===== src/rtl/note_sequencer_pkg.sv =====
// -----------------------------------------------------------------------------
// note_sequencer_pkg
// Shared definitions for the melody sequencer: FSM state encoding, the
// end-of-melody marker value and a helper that decodes the "playing" states.
// No ports (package).
// -----------------------------------------------------------------------------
package note_sequencer_pkg;

  typedef enum logic [2:0] {
    IDLE   = 3'd0,
    FETCH  = 3'd1,
    WAIT   = 3'd2,
    LOAD   = 3'd3,
    HOLD   = 3'd4,
    PAUSED = 3'd5
  } seq_state_t;

  // A ROM entry whose length field equals this value marks the end of the melody.
  localparam int END_LEN = 0;

  // PAUSED is deliberately excluded: the note sustains, but playback is frozen.
  function automatic logic is_playing(input seq_state_t s);
    return (s == FETCH) || (s == WAIT) || (s == LOAD) || (s == HOLD);
  endfunction

endpackage


===== src/rtl/note_sequencer_tempo_divider.sv =====
// -----------------------------------------------------------------------------
// note_sequencer_tempo_divider
// Free-running tempo counter, 0..TICK_DIV-1, with synchronous clear and
// count enable. tick is high during the enabled cycle in which the counter
// sits at TICK_DIV-1; the counter wraps to 0 on that same edge.
//
// Ports:
//   clk   in   system clock, rising edge
//   r_n   in   asynchronous active-low reset (counter -> 0)
//   clr   in   synchronous clear (counter -> 0), wins over en
//   en    in   count enable; when low the counter holds its value
//   tick  out  one-cycle tempo tick
// -----------------------------------------------------------------------------
module note_sequencer_tempo_divider #(
  parameter int TICK_DIV = 12500000
) (
  input  logic clk,
  input  logic r_n,
  input  logic clr,
  input  logic en,
  output logic tick
);

  localparam int CNT_W = $clog2(TICK_DIV);
  localparam logic [CNT_W-1:0] LAST = CNT_W'(TICK_DIV - 1);

  logic [CNT_W-1:0] count;

  always_ff @(posedge clk or negedge r_n) begin
    if (!r_n) begin
      count <= '0;
    end else if (clr) begin
      count <= '0;
    end else if (en) begin
      count <= (count == LAST) ? '0 : count + 1'b1;
    end
  end

  assign tick = en && (count == LAST);

endmodule


===== src/rtl/note_sequencer.sv =====
// -----------------------------------------------------------------------------
// note_sequencer
// Walks a melody ROM of {note, len} entries. Each entry is fetched (address
// out, one cycle of ROM latency, sample), the note is handed to the downstream
// note register with a one-cycle load strobe and then held for len tempo
// ticks. A len of END_LEN ends the melody (or rewinds when loop_en is set).
// Controls are evaluated every cycle with priority stop > pause > play.
//
// Strobe semantics towards the downstream register: note_en and note_clr are
// single-cycle, mutually exclusive strobes with no back-pressure; note_d is
// valid whenever note_en is high and stays stable until the next load.
//
// Ports:
//   clk        in   system clock, rising edge
//   r_n        in   asynchronous active-low reset
//   play       in   level; start from IDLE or resume from PAUSED
//   pause      in   level; freeze playback while holding a note
//   stop       in   level; abort playback and rewind to address 0
//   loop_en    in   rewind to address 0 instead of finishing at the end marker
//   rom_addr   out  registered melody ROM address
//   rom_data   in   {note, len}; valid one cycle after rom_addr
//   note_d     out  note code to the downstream register d
//   note_en    out  one-cycle load strobe to the downstream register en
//   note_clr   out  one-cycle clear to the downstream register r (silence)
//   playing    out  high in FETCH/WAIT/LOAD/HOLD
//   done       out  one-cycle pulse on the end marker when loop_en=0
//   fsm_state  out  current FSM state (debug observation)
// -----------------------------------------------------------------------------
module note_sequencer
  import note_sequencer_pkg::*;
#(
  parameter int TICK_DIV = 12500000,
  parameter int ADDR_W   = 6,
  parameter int NOTE_W   = 5,
  parameter int LEN_W    = 3
) (
  input  logic                      clk,
  input  logic                      r_n,
  input  logic                      play,
  input  logic                      pause,
  input  logic                      stop,
  input  logic                      loop_en,
  output logic [ADDR_W-1:0]         rom_addr,
  input  logic [NOTE_W+LEN_W-1:0]   rom_data,
  output logic [NOTE_W-1:0]         note_d,
  output logic                      note_en,
  output logic                      note_clr,
  output logic                      playing,
  output logic                      done,
  output logic [2:0]                fsm_state
);

  seq_state_t        state, state_next;
  logic [ADDR_W-1:0] addr_next;
  logic [NOTE_W-1:0] note_next;
  logic [LEN_W-1:0]  dur, dur_next;
  logic              en_next, clr_next, done_next;
  logic              div_clr, div_en, tick;

  logic [NOTE_W-1:0] rom_note;
  logic [LEN_W-1:0]  rom_len;

  assign rom_note  = rom_data[NOTE_W+LEN_W-1:LEN_W];
  assign rom_len   = rom_data[LEN_W-1:0];
  assign fsm_state = state;

  // The divider only advances in HOLD cycles that are not about to leave HOLD
  // because of stop or pause, so a pause freezes the count at exactly the
  // value it had and resume continues from there.
  assign div_en = (state == HOLD) && !stop && !pause;

  note_sequencer_tempo_divider #(
    .TICK_DIV (TICK_DIV)
  ) u_tempo (
    .clk  (clk),
    .r_n  (r_n),
    .clr  (div_clr),
    .en   (div_en),
    .tick (tick)
  );

  always_comb begin
    state_next = state;
    addr_next  = rom_addr;
    note_next  = note_d;
    dur_next   = dur;
    en_next    = 1'b0;
    clr_next   = 1'b0;
    done_next  = 1'b0;
    div_clr    = 1'b0;

    if (stop && (state != IDLE)) begin
      // Abort wins over everything, including a load landing this cycle.
      state_next = IDLE;
      addr_next  = '0;
      clr_next   = 1'b1;
      div_clr    = 1'b1;
    end else begin
      unique case (state)
        IDLE: begin
          if (play && !stop) begin
            state_next = FETCH;
            addr_next  = '0;
          end
        end
        FETCH: state_next = WAIT;
        WAIT:  state_next = LOAD;
        LOAD: begin
          if (rom_len == LEN_W'(END_LEN)) begin
            addr_next = '0;
            if (loop_en) begin
              state_next = FETCH;
            end else begin
              state_next = IDLE;
              done_next  = 1'b1;
              clr_next   = 1'b1;
            end
          end else begin
            note_next  = rom_note;
            en_next    = 1'b1;
            dur_next   = rom_len;
            div_clr    = 1'b1;
            state_next = HOLD;
          end
        end
        HOLD: begin
          if (pause) begin
            state_next = PAUSED;
          end else if (tick) begin
            dur_next = dur - 1'b1;
            if (dur == LEN_W'(1)) begin
              // Wraps modulo 2^ADDR_W; no end marker needed at the top.
              addr_next  = rom_addr + 1'b1;
              state_next = FETCH;
            end
          end
        end
        PAUSED: begin
          if (play && !pause) state_next = HOLD;
        end
        default: state_next = IDLE;
      endcase
    end
  end

  always_ff @(posedge clk or negedge r_n) begin
    if (!r_n) begin
      state    <= IDLE;
      rom_addr <= '0;
      note_d   <= '0;
      dur      <= '0;
      note_en  <= 1'b0;
      note_clr <= 1'b0;
      done     <= 1'b0;
      playing  <= 1'b0;
    end else begin
      state    <= state_next;
      rom_addr <= addr_next;
      note_d   <= note_next;
      dur      <= dur_next;
      note_en  <= en_next;
      note_clr <= clr_next;
      done     <= done_next;
      playing  <= is_playing(state_next);
    end
  end

endmodule


===== config.mk =====
export PLATFORM = sky130hd
export DESIGN_NAME = note_sequencer
export DESIGN_NICKNAME = d
export VERILOG_FILES = /design/src/rtl/note_sequencer_pkg.sv /design/src/rtl/note_sequencer_tempo_divider.sv /design/src/rtl/note_sequencer.sv
export SDC_FILE = /design/constraint.sdc
export NUM_CORES = 1
export LEC_CHECK = 0
export CORE_MARGIN = 2
export CORE_UTILIZATION = 50
export CTS_BUF_LIST = sky130_fd_sc_hd__clkbuf_8 sky130_fd_sc_hd__clkbuf_16
export CTS_CLUSTER_SIZE = 20
export DETAILED_ROUTE_END_ITERATION = 12
export MAX_ROUTING_LAYER = met4
export PLACE_DENSITY = 0.75
export SLEW_MARGIN = 30
export SYNTH_ARGS = -nofsm -noshare
export SYNTH_HDL_FRONTEND = slang
export SYNTH_HIERARCHICAL = 1
export SYNTH_SLANG_ARGS = --single-unit

===== constraint.sdc =====
create_clock -name clk -period 2.7 [get_ports clk]
set_input_delay 0.54 -clock clk [delete_from_list [all_inputs] [get_ports clk]]
set_output_delay 0.54 -clock clk [all_outputs]
set_load 0.005 [all_outputs]

# Word level (Yosys, flattened, before mapping)
# Index checks and enable logic that the tools add are counted.
# classes
n_eq_ne,19
add_sub_neg,3
n_bitwise,2
n_reduce_logical,20
muxes,32
# op_table
op,n
24-bit 2-to-1 mux,3
6-bit 2-to-1 mux,6
3-bit 2-to-1 mux,10
24-bit by 1-bit adder with 24-bit output (second input constant),1
24-bit equality test (second input constant),1
3-bit one-hot mux with 6 select lines,1
6-bit one-hot mux with 3 select lines,1
3-bit by 2-bit equality test with 1-bit output (second input constant),4
1-bit 2-to-1 mux,10
3-bit by 1-bit equality test with 1-bit output (second input constant),3
3-bit equality test (second input constant),3
6-bit by 1-bit adder with 6-bit output (second input constant),1
1-bit logical AND,6
3-bit logical NOT,2
2-bit inequality test (second input constant),3
3-bit by 2-bit inequality test with 1-bit output (second input constant),2
3-bit inequality test (second input constant),2
3-bit one-hot mux with 2 select lines,1
6-bit AND reduction,1
5-bit AND reduction,1
2-bit nonzero test,2
4-bit nonzero test,1
1-bit logical OR,3
3-bit by 1-bit inequality test with 1-bit output (second input constant),1
5 further kinds,7
# word_totals
elab_cells,85
register_bits,45

# Logic depth before layout (Yosys ltp)
# depth
word_depth,12
depth_mapped,13
ltp_nobuf,11

# Hierarchy
# Netlist, hierarchy kept.
# modules_own_cells
module,area_per_inst_um2,instances,cells_each,seq_area_each_um2
note_sequencer_tempo_divider,1547.7,1,179,600.6
note_sequencer,1182.4,1,131,525.5

# Worst setup path after synthesis
# Ideal clock, no wire load.
# synth_path
path_kind,in2reg
startpoint,input stop
endpoint,register playing
path_slack_ps,18
arrival_ps,2602
setup_ps,80
path_stages,13
path_cell_list,buf_2 -> nor2b_1 -> nand2_1 -> nor2_1 -> inv_1 -> clkbuf_1 -> nor2_1 -> and3b_1 -> o31a_1 -> nor4b_4 -> nor2_2 -> a211oi_2 -> xnor2_1
# synth_between
elab_chain_len,12
elab_cells_between_ends,18
classes_between,eq/ne: 4; mux: 5; reduce/logical: 9
# synth_rtl
element,line,source
from (decl),note_sequencer.sv:41,"input logic stop,"
1-bit logical NOT *,note_sequencer.sv:70,assign div_en = (state == HOLD) && !stop && !pause;
1-bit logical AND * (2 in series),note_sequencer.sv:70,
named net div_en,note_sequencer.sv:58,"logic div_clr, div_en, tick;"
1-bit logical AND *,note_sequencer_tempo_divider.sv:39,assign tick = en && (count == LAST);
named net tick,note_sequencer.sv:58,
3-bit 2-to-1 mux *,note_sequencer.sv:129,end else if (tick) begin
3-bit 2-to-1 mux *,note_sequencer.sv:127,if (pause) begin
3-bit one-hot mux with 6 select lines *,note_sequencer.sv:99,unique case (state)
3-bit 2-to-1 mux *,note_sequencer.sv:92,if (stop && (state != IDLE)) begin
named net state_next[0],note_sequencer.sv:53,"seq_state_t state, state_next;"
3-bit by 1-bit equality test with 1-bit output / 3-bit by 2-bit equality test with 1-bit output (equally long branches),note_sequencer_pkg.sv:23,return (s == FETCH) || (s == WAIT) || (s == LOAD) || (s == HOLD);
1-bit logical OR (2 in series),note_sequencer_pkg.sv:23,
1-bit logical OR *,note_sequencer_pkg.sv:23,
to (signal assigned),note_sequencer.sv:164,playing <= is_playing(state_next);
to (decl),note_sequencer.sv:48,"output logic playing,"
# Mark *: on every way through the listed nets, which the timed path passes. The rest lies on a longest branch.
# A chain may end at the register's enable or synchronous reset.

# Final worst setup path
# layout_path
startpoint,register u_tempo.count[0]
endpoint,register playing
# layout_between
elab_chain_len,10
elab_cells_between_ends,13
classes_between,eq/ne: 5; mux: 4; reduce/logical: 4
# layout_rtl
element,line,source
from (decl),note_sequencer_tempo_divider.sv:27,logic [CNT_W-1:0] count;
from (signal assigned),note_sequencer_tempo_divider.sv:35,count <= (count == LAST) ? '0 : count + 1'b1;
24-bit equality test *,note_sequencer_tempo_divider.sv:39,
1-bit logical AND *,note_sequencer_tempo_divider.sv:39,
named net tick,note_sequencer.sv:58,
3-bit 2-to-1 mux *,note_sequencer.sv:129,
3-bit 2-to-1 mux *,note_sequencer.sv:127,
3-bit one-hot mux with 6 select lines *,note_sequencer.sv:99,
3-bit 2-to-1 mux *,note_sequencer.sv:92,
named net state_next[0],note_sequencer.sv:53,
3-bit by 1-bit equality test with 1-bit output / 3-bit by 2-bit equality test with 1-bit output (equally long branches),note_sequencer_pkg.sv:23,
1-bit logical OR (2 in series),note_sequencer_pkg.sv:23,
1-bit logical OR *,note_sequencer_pkg.sv:23,
# Marked as above.

==> results.txt <==
combinational cell fraction of total power - 19.0%
WL per Instance - 15.4 um
Num CTS Buffers - 5
Initial Util - 52.8%
post-synthesis register bit count - 45
Filler cells - 439
Int Pwr - 1190 uW
DR vias - 2464
Power Density - 496 mW/mm^2
PostCTS Resize Cnt - 0
Final Util - 63.1%
Data required, critical path - 2.93 ns
Antenna Nets Post-Route - 0
sequential share of power - 47.9%
Final setup viols - 0
sw frac - 26.8%
Reg2Reg Depth - 10
Via density - 5.91
CTS Hold Bufs - 0
Lkg Pwr - 0.00140 uW
commonest non-fill, non-tap cells in the layout - dfrtp_1 (45), nand2_1 (38), nor2_1 (35)
Synth cell types - 61
CTS Sinks - 45
DRT Wirelength - 6410 um
Worst Path Buf+Inv - 0
Worst setup SP type - register
grt ovf - 0
synthesis-to-finish area growth - 19.6%
Top Ports - 32
largest net degree at the start of global routing - 46
Ys Warns - 6
CP top delay family - simple AND/OR/NAND/NOR gates
Mapped Nets - 328
post-route clock period utilization - 90.0%
Final Skew - 0.00870 ns
Post-DP Area - 0.00314 mm^2
residual DRC count - 0
slew margin rel. - 61.9%
P_sw - 434 uW
CP Max Fanout - 6
Register Area - 0.00113 mm^2
Die ar. - 0.00607 mm^2
Placer Congestion - 0.868
Cell Area, Synth - 0.00273 mm^2
Max Freq - 412 MHz
Crit path depth - 10
Max IR drop VDD - 0.355 mV
worst skew pair latency - 0.30 ns
H-Tree Level Count - 2
Cell Chain, Critical Path - ha_1 > and4_1 > nand4b_1 > nor2_1 > and3b_1 > o31a_1 > nor4b_4 > nor2_2 > a211oi_2 > xnor2_1
port bufs - 31
commonest non-fill, non-tap cell in the layout - dfrtp_1
Top FF cell, synth - dfrtp_1
unrepaired setup endpoints after global routing - no
multi-input logic area - 0.00149 mm^2
Die Span X - 77.9 um
Async S/R FF share, synth - 100%
outcome - complete, no violations
Rows - 26
syn avg cell area - 8.81 um^2
share of layout cells above drive strength 1 - 9.22%
CTS tree - built
first-pass GRT wire length - 11300 um
max_cap viols - 0
Diodes inserted - 0
Hold/Removal Path Class - primary input to asynchronous set/reset pin
antenna violations before repair - 0
Critical Path Max Stage Delay - 0.43 ns
design area - 0.00326 mm^2
CP endpoint kind - register
DR pass1 iterations - 4
Root Driver - clkbuf_8
Post-synth EDFFs - 0
Reg clk slew, reported paths - 0.09 ns
sequential cell area fraction in the yosys report - 41.2%
core box area - 0.00517 mm^2
cells after synthesis - 310
Clk pwr share - 33.1%
Setup TNS Final - 0 ns
Max Buffers Root-to-Sink - 2
vias in the first global route - 2407
DR iter-0 viols - 139
Final Hold Vio Count - 0
Post CTS Setup Buffer Count - 0
die height - 77.9 um
CP Data Arrival Time - 2.66 ns
fin nets - 364
min cycle time layout - 2.43 ns
slowest stage cell, crit path - dfrtp_1
post-DP HPWL - 4520 um
WS Path Type - register to register
measured slew at the worst slew-check pin - 0.572 ns
GRT Util Overall - 23.7%
Pins Over Slew Limit - 0
-- kinds of logic (layout without fill, tap and decap cells) --
kind of cell | after synthesis | in the layout | synth area share [%]
simple gates | 168 | 168 | 34.6
flops | 45 | 45 | 41.2
mux | 2 | 2 | 0.733
buf+inv | 26 | 63 | 4.17
xor+xnor | 8 | 8 | 2.57
fa+ha+maj | 4 | 4 | 1.83
compound gates | 57 | 57 | 14.8
-- area by class of cell --
| type | count | share of cell area (%) |
|---|---|---|
| clock inverters | 2 | 1.15 |
| flip-flops and latches | 45 | 34.5 |
| inverters | 12 | 1.38 |
| well taps | 70 | 2.68 |
| repair buffers | 43 | 12.1 |
| multi-input cells | 239 | 45.6 |
| clock buffers | 6 | 2.53 |
-- state kept, by name (all words and copies together), names as in the netlist --
signal         flops
dur                3
done               1
note_clr           1
rom_addr           6
fsm_state          3
note_d             5
playing            1
u_tempo/count     24
note_en            1
-- stage by stage --
stage / power [uW] / instances / hold WS, ns / setup slack [ns]
6_report: 1620 / 417 / 0.311 / 0.271
5_1_grt: 1710 / 417 / 0.372 / 0.106
4_1_cts: 1640 / 417 / 0.331 / 0.266
3_5_place_dp: 1100 / 409 / 0.467 / 0.0648
3_3_place_gp: 1090 / 409 / 0.458 / 0.157
2_1_floorplan: 945 / 310 / 0.244 / 0.0183
-- power by group through the flow --
stage | clock, uW | sequential [uW] | combinational, uW
6_report | 537 | 775 | 308
5_1_grt | 578 | 783 | 348
4_1_cts | 556 | 775 | 311
3_5_place_dp | 0 | 788 | 309
3_3_place_gp | 0 | 785 | 304
2_1_floorplan | 0 | 781 | 165
-- metal layers --
metal / GRT usage, % / wire (um) / vias up
met2: 35.9 / 2950 / 73
met4: 6.84 / 65 / 0
li1: - / - / 1207
met3: 4.65 / 303 / 7
met1: 32.4 / 3100 / 1177
met5: - / 0 / -
-- worst register-to-register path, cell delays in order (launching register included) --
cell	delay, ns
dfrtp_1	0.43
ha_1	0.26
and4_1	0.26
nand4b_1	0.14
nor2_1	0.09
and3b_1	0.17
o31a_1	0.27
nor4b_4	0.30
nor2_2	0.07
a211oi_2	0.22
xnor2_1	0.14
-- worst paths after layout --
check | end | slack (ns) | from
setup / recovery | playing | 0.27 | u_tempo/count[0]
hold / removal | playing | 0.31 | r_n
setup reg to reg | playing | 0.27 | u_tempo/count[0]
hold reg to reg | note_d[2] | 0.48 | note_d[2]
max in group asynchronous | u_tempo/count[23] | 1.99 | r_n
min in group clk | note_d[2] | 0.48 | note_d[2]
-- cell usage after synthesis (4+ instances only) --
cell type | number | area (um^2)
nand4_1 | 18 | 113
dfrtp_1 | 45 | 1130
xor2_1 | 6 | 52.6
nor3_1 | 13 | 65.1
nand3_1 | 15 | 75.1
nand2b_1 | 5 | 31.3
buf_2 | 6 | 30.0
nor2b_1 | 6 | 37.5
clkbuf_1 | 5 | 18.8
and3_1 | 7 | 43.8
nor2_1 | 35 | 131
inv_1 | 12 | 45.0
o21ai_1 | 9 | 45.0
a21oi_1 | 7 | 35.0
o31ai_1 | 6 | 45.0
o21ai_0 | 6 | 30.0
nand2_1 | 38 | 143
ha_1 | 4 | 50.1
or3_1 | 4 | 25.0
Power figures use the tool's default switching activity.
==> variant 1 (same flow settings) <==
`LEN_W`: 3 -> 6.
--- a/src/rtl/note_sequencer.sv
+++ b/src/rtl/note_sequencer.sv
@@ -32,7 +32,7 @@
   parameter int TICK_DIV = 12500000,
   parameter int ADDR_W   = 6,
   parameter int NOTE_W   = 5,
-  parameter int LEN_W    = 3
+  parameter int LEN_W    = 6
 ) (
   input  logic                      clk,
   input  logic                      r_n,
Interface: changed (resized rom_data); port bits go from 32 to 35. The function was not compared with the original's and may differ.
==> variant 1 against the original RTL <==
- non-clock buffer count grew 17
- hold slack worse by 0.13 ns
- cell area increased by 9.7%
- count of clock-buffer cells in the layout shrank 1
- area after synthesis rose by 6.1%
- sequential cell count is 3 higher
- worst setup slack worse by 0.038 ns
- wire length up 9.1%
- largest cell class unchanged
Power is not compared: it rests on default switching activity, and its combinational part moved more than twofold at a synthesized area within 25%.
==> variant 1: results (changes against the original RTL) <==
Outcome
  – Status: complete, no violations

Worst setup path
  – Worst Setup Path Type: reg -> reg
  – R2R cell count: 9 (-1)
  – CP endpoint: rom_addr[5]
  – Crit path DAT: 2.67 ns (about the same)
  – Worst R2R Setup Slack: 0.23 ns (-0.04 ns)
  – Maximum fanout along the worst path: 5 (-1)
  – FF-to-FF Start: u_tempo/count[1]

GRT
  – All-Layer GR Usage: 23.79% (+0.12 points)
  – First-pass GRT wire length: 11700 um (+3.4%)
  – Largest net degree at the start of global routing: 24 (-48%)
  – Initial antenna violation count: 0 (unchanged)
  – Vias in the first global route: 2523 (+4.8%)

Placement
  – DP Worst Slack: -0.07242 ns (-0.1372 ns)
  – Half-perimeter wire length after placement: 5229 um (+16%)
  – Area after DPL: 3475 um2 (+11%)
  – Placer congestion estimate: 0.9199 (+6.0%)
  – Port Buffer Count: 34 (+9.7%)

Clock tree
  – Maximum buffer depth of the clock tree: 2 (unchanged)
  – Clock latency at the later pin of the worst-skew pair: 0.30 ns (about the same)
  – Clk pin slew, worst setup/hold paths: 0.08 ns
  – CTS root buf: clkbuf_8
  – H-tree levels: 2 (unchanged)
  – Post-CTS Repair Setup Buffers: 0 (unchanged)
  – CTS Buf Count: 5 (unchanged)

Synthesis
  – Commonest cells in the synthesized netlist: dfrtp_1, nor2_1, nand2_1
  – Ys async rst share: 100.0% (unchanged)
  – Post-Syn Nets: 347 (+5.8%)
  – XOR/XNOR share of the synthesized area: 2.419% (-0.15 points)
  – Yosys warnings: 6 (unchanged)
  – Mux contribution to synthesized area: 2.635% (+1.9 points)
  – Largest cells by area after synthesis: dfrtp_1, nor2_1, nand4_1
  – Synth Area in Compound Gates: 16.54% (+1.7 points)
  – Unique masters post-synth: 62 (+1.6%)
  – Seq/Total Area, Yosys: 41.47% (+0.22 points)
  – Adder-Cell Fraction of Synth Area: 1.728% (-0.11 points)

Cells and area
  – Share of post-route cells with drive strength above 1: 15.43% (+6.2 points)
  – # fillers: 497 (+13%)
  – Diodes inserted: 0 (unchanged)
  – Layout Nets: 398 (+9.3%)
  – Biggest regs: u_tempo/count x24, dur x6, rom_addr x6

Timing
  – Tmin final: 2.467 ns (+0.03774 ns)
  – Worst slew margin: 57.39% (-4.5 points)
  – Clk_skew: 0.003435 ns (-0.005263 ns)

Power
  – Sw Share: 36.59%
  – Static Leak: 1.497 nW
  – Peak supply drop: roughly 0.53 mV
  – Logic pwr share: a little over two fifths
  – Clock Power Share: 19.1%

Detailed routing
  – Vias: 2750 (+12%)
  – DR WL met3: 343 um (+13%)
  – Wire length on met2: 3488 um (+18%)
  – DR top layer: met4
  – 1st-pass router iterations: 5 (+1)
  – Drt initial violations: 187 (+35%)
  – DRT met1 WL: 3000 um (-3.1%)
  – Drt wl/cell: 15.61 um (+1.5%)

Min path
  – Worst Hold Class: in -> async
-- variant 1: cell count changes after synthesis, sizes merged, moves of 3 or more --
cell	change
o31ai	-4
dfrtp	+3
mux2	+5
a21oi	+6
nor2	+4
o21ai	+8
nor2b	-5
clkbuf	+3
nor3	-3
nor4	+6
inv	+4
nand2	-12
-- variant 1: timing repair --
item                                    in CTS  in global routing
hold buffers                                 0                  0
resized for setup                            0                  2
endpoints found under the setup margin       0                  1
-- variant 1: critical path: stages (launching register included) --
cell and delay, ns:
dfrtp_1 0.41, ha_1 0.23, and4_1 0.30, nand4b_1 0.23
nor2_4 0.15, and2b_2 0.16, a221oi_1 0.06, a2111o_1 0.32
or2_1 0.27, o31ai_1 0.25
-- variant 1: final cells by class --
class	count	share of cell area (%)
timing repair buffer	60	14.81
sequential	48	33.58
inverter	16	1.747
tap	72	2.516
multi-input combinational	246	44.58
clock inverter	1	0.8386
clock buffer	5	1.922
-- variant 1: worst min-delay path by stage --
stage          slack (ns)   startpoint                end
6_report             0.18          r_n  u_tempo/count[10]
5_1_grt              0.22          r_n  u_tempo/count[16]
4_1_cts              0.20          r_n   u_tempo/count[9]
3_5_place_dp         0.48  rom_addr[5]        rom_addr[5]
3_3_place_gp         0.47  rom_addr[5]        rom_addr[5]
2_1_floorplan        0.24          r_n               done
-- variant 1: through the flow --
stage | std cells | utilization, % | power, W
6_report | 448 | 64.63 | 0.002581
5_1_grt | 448 | 64.63 | 0.002766
4_1_cts | 448 | 64.50 | 0.002603
3_5_place_dp | 442 | 62.71 | 0.002102
3_3_place_gp | 442 | 62.71 | 0.002078
2_1_floorplan | 326 | - | 0.001651
-- variant 1: per-layer routing --
metal,up-vias,global-route usage (%)
met5,-,-
met4,0,7.627
met3,16,4.157
met2,103,38.50
met1,1326,30.60
li1,1305,-
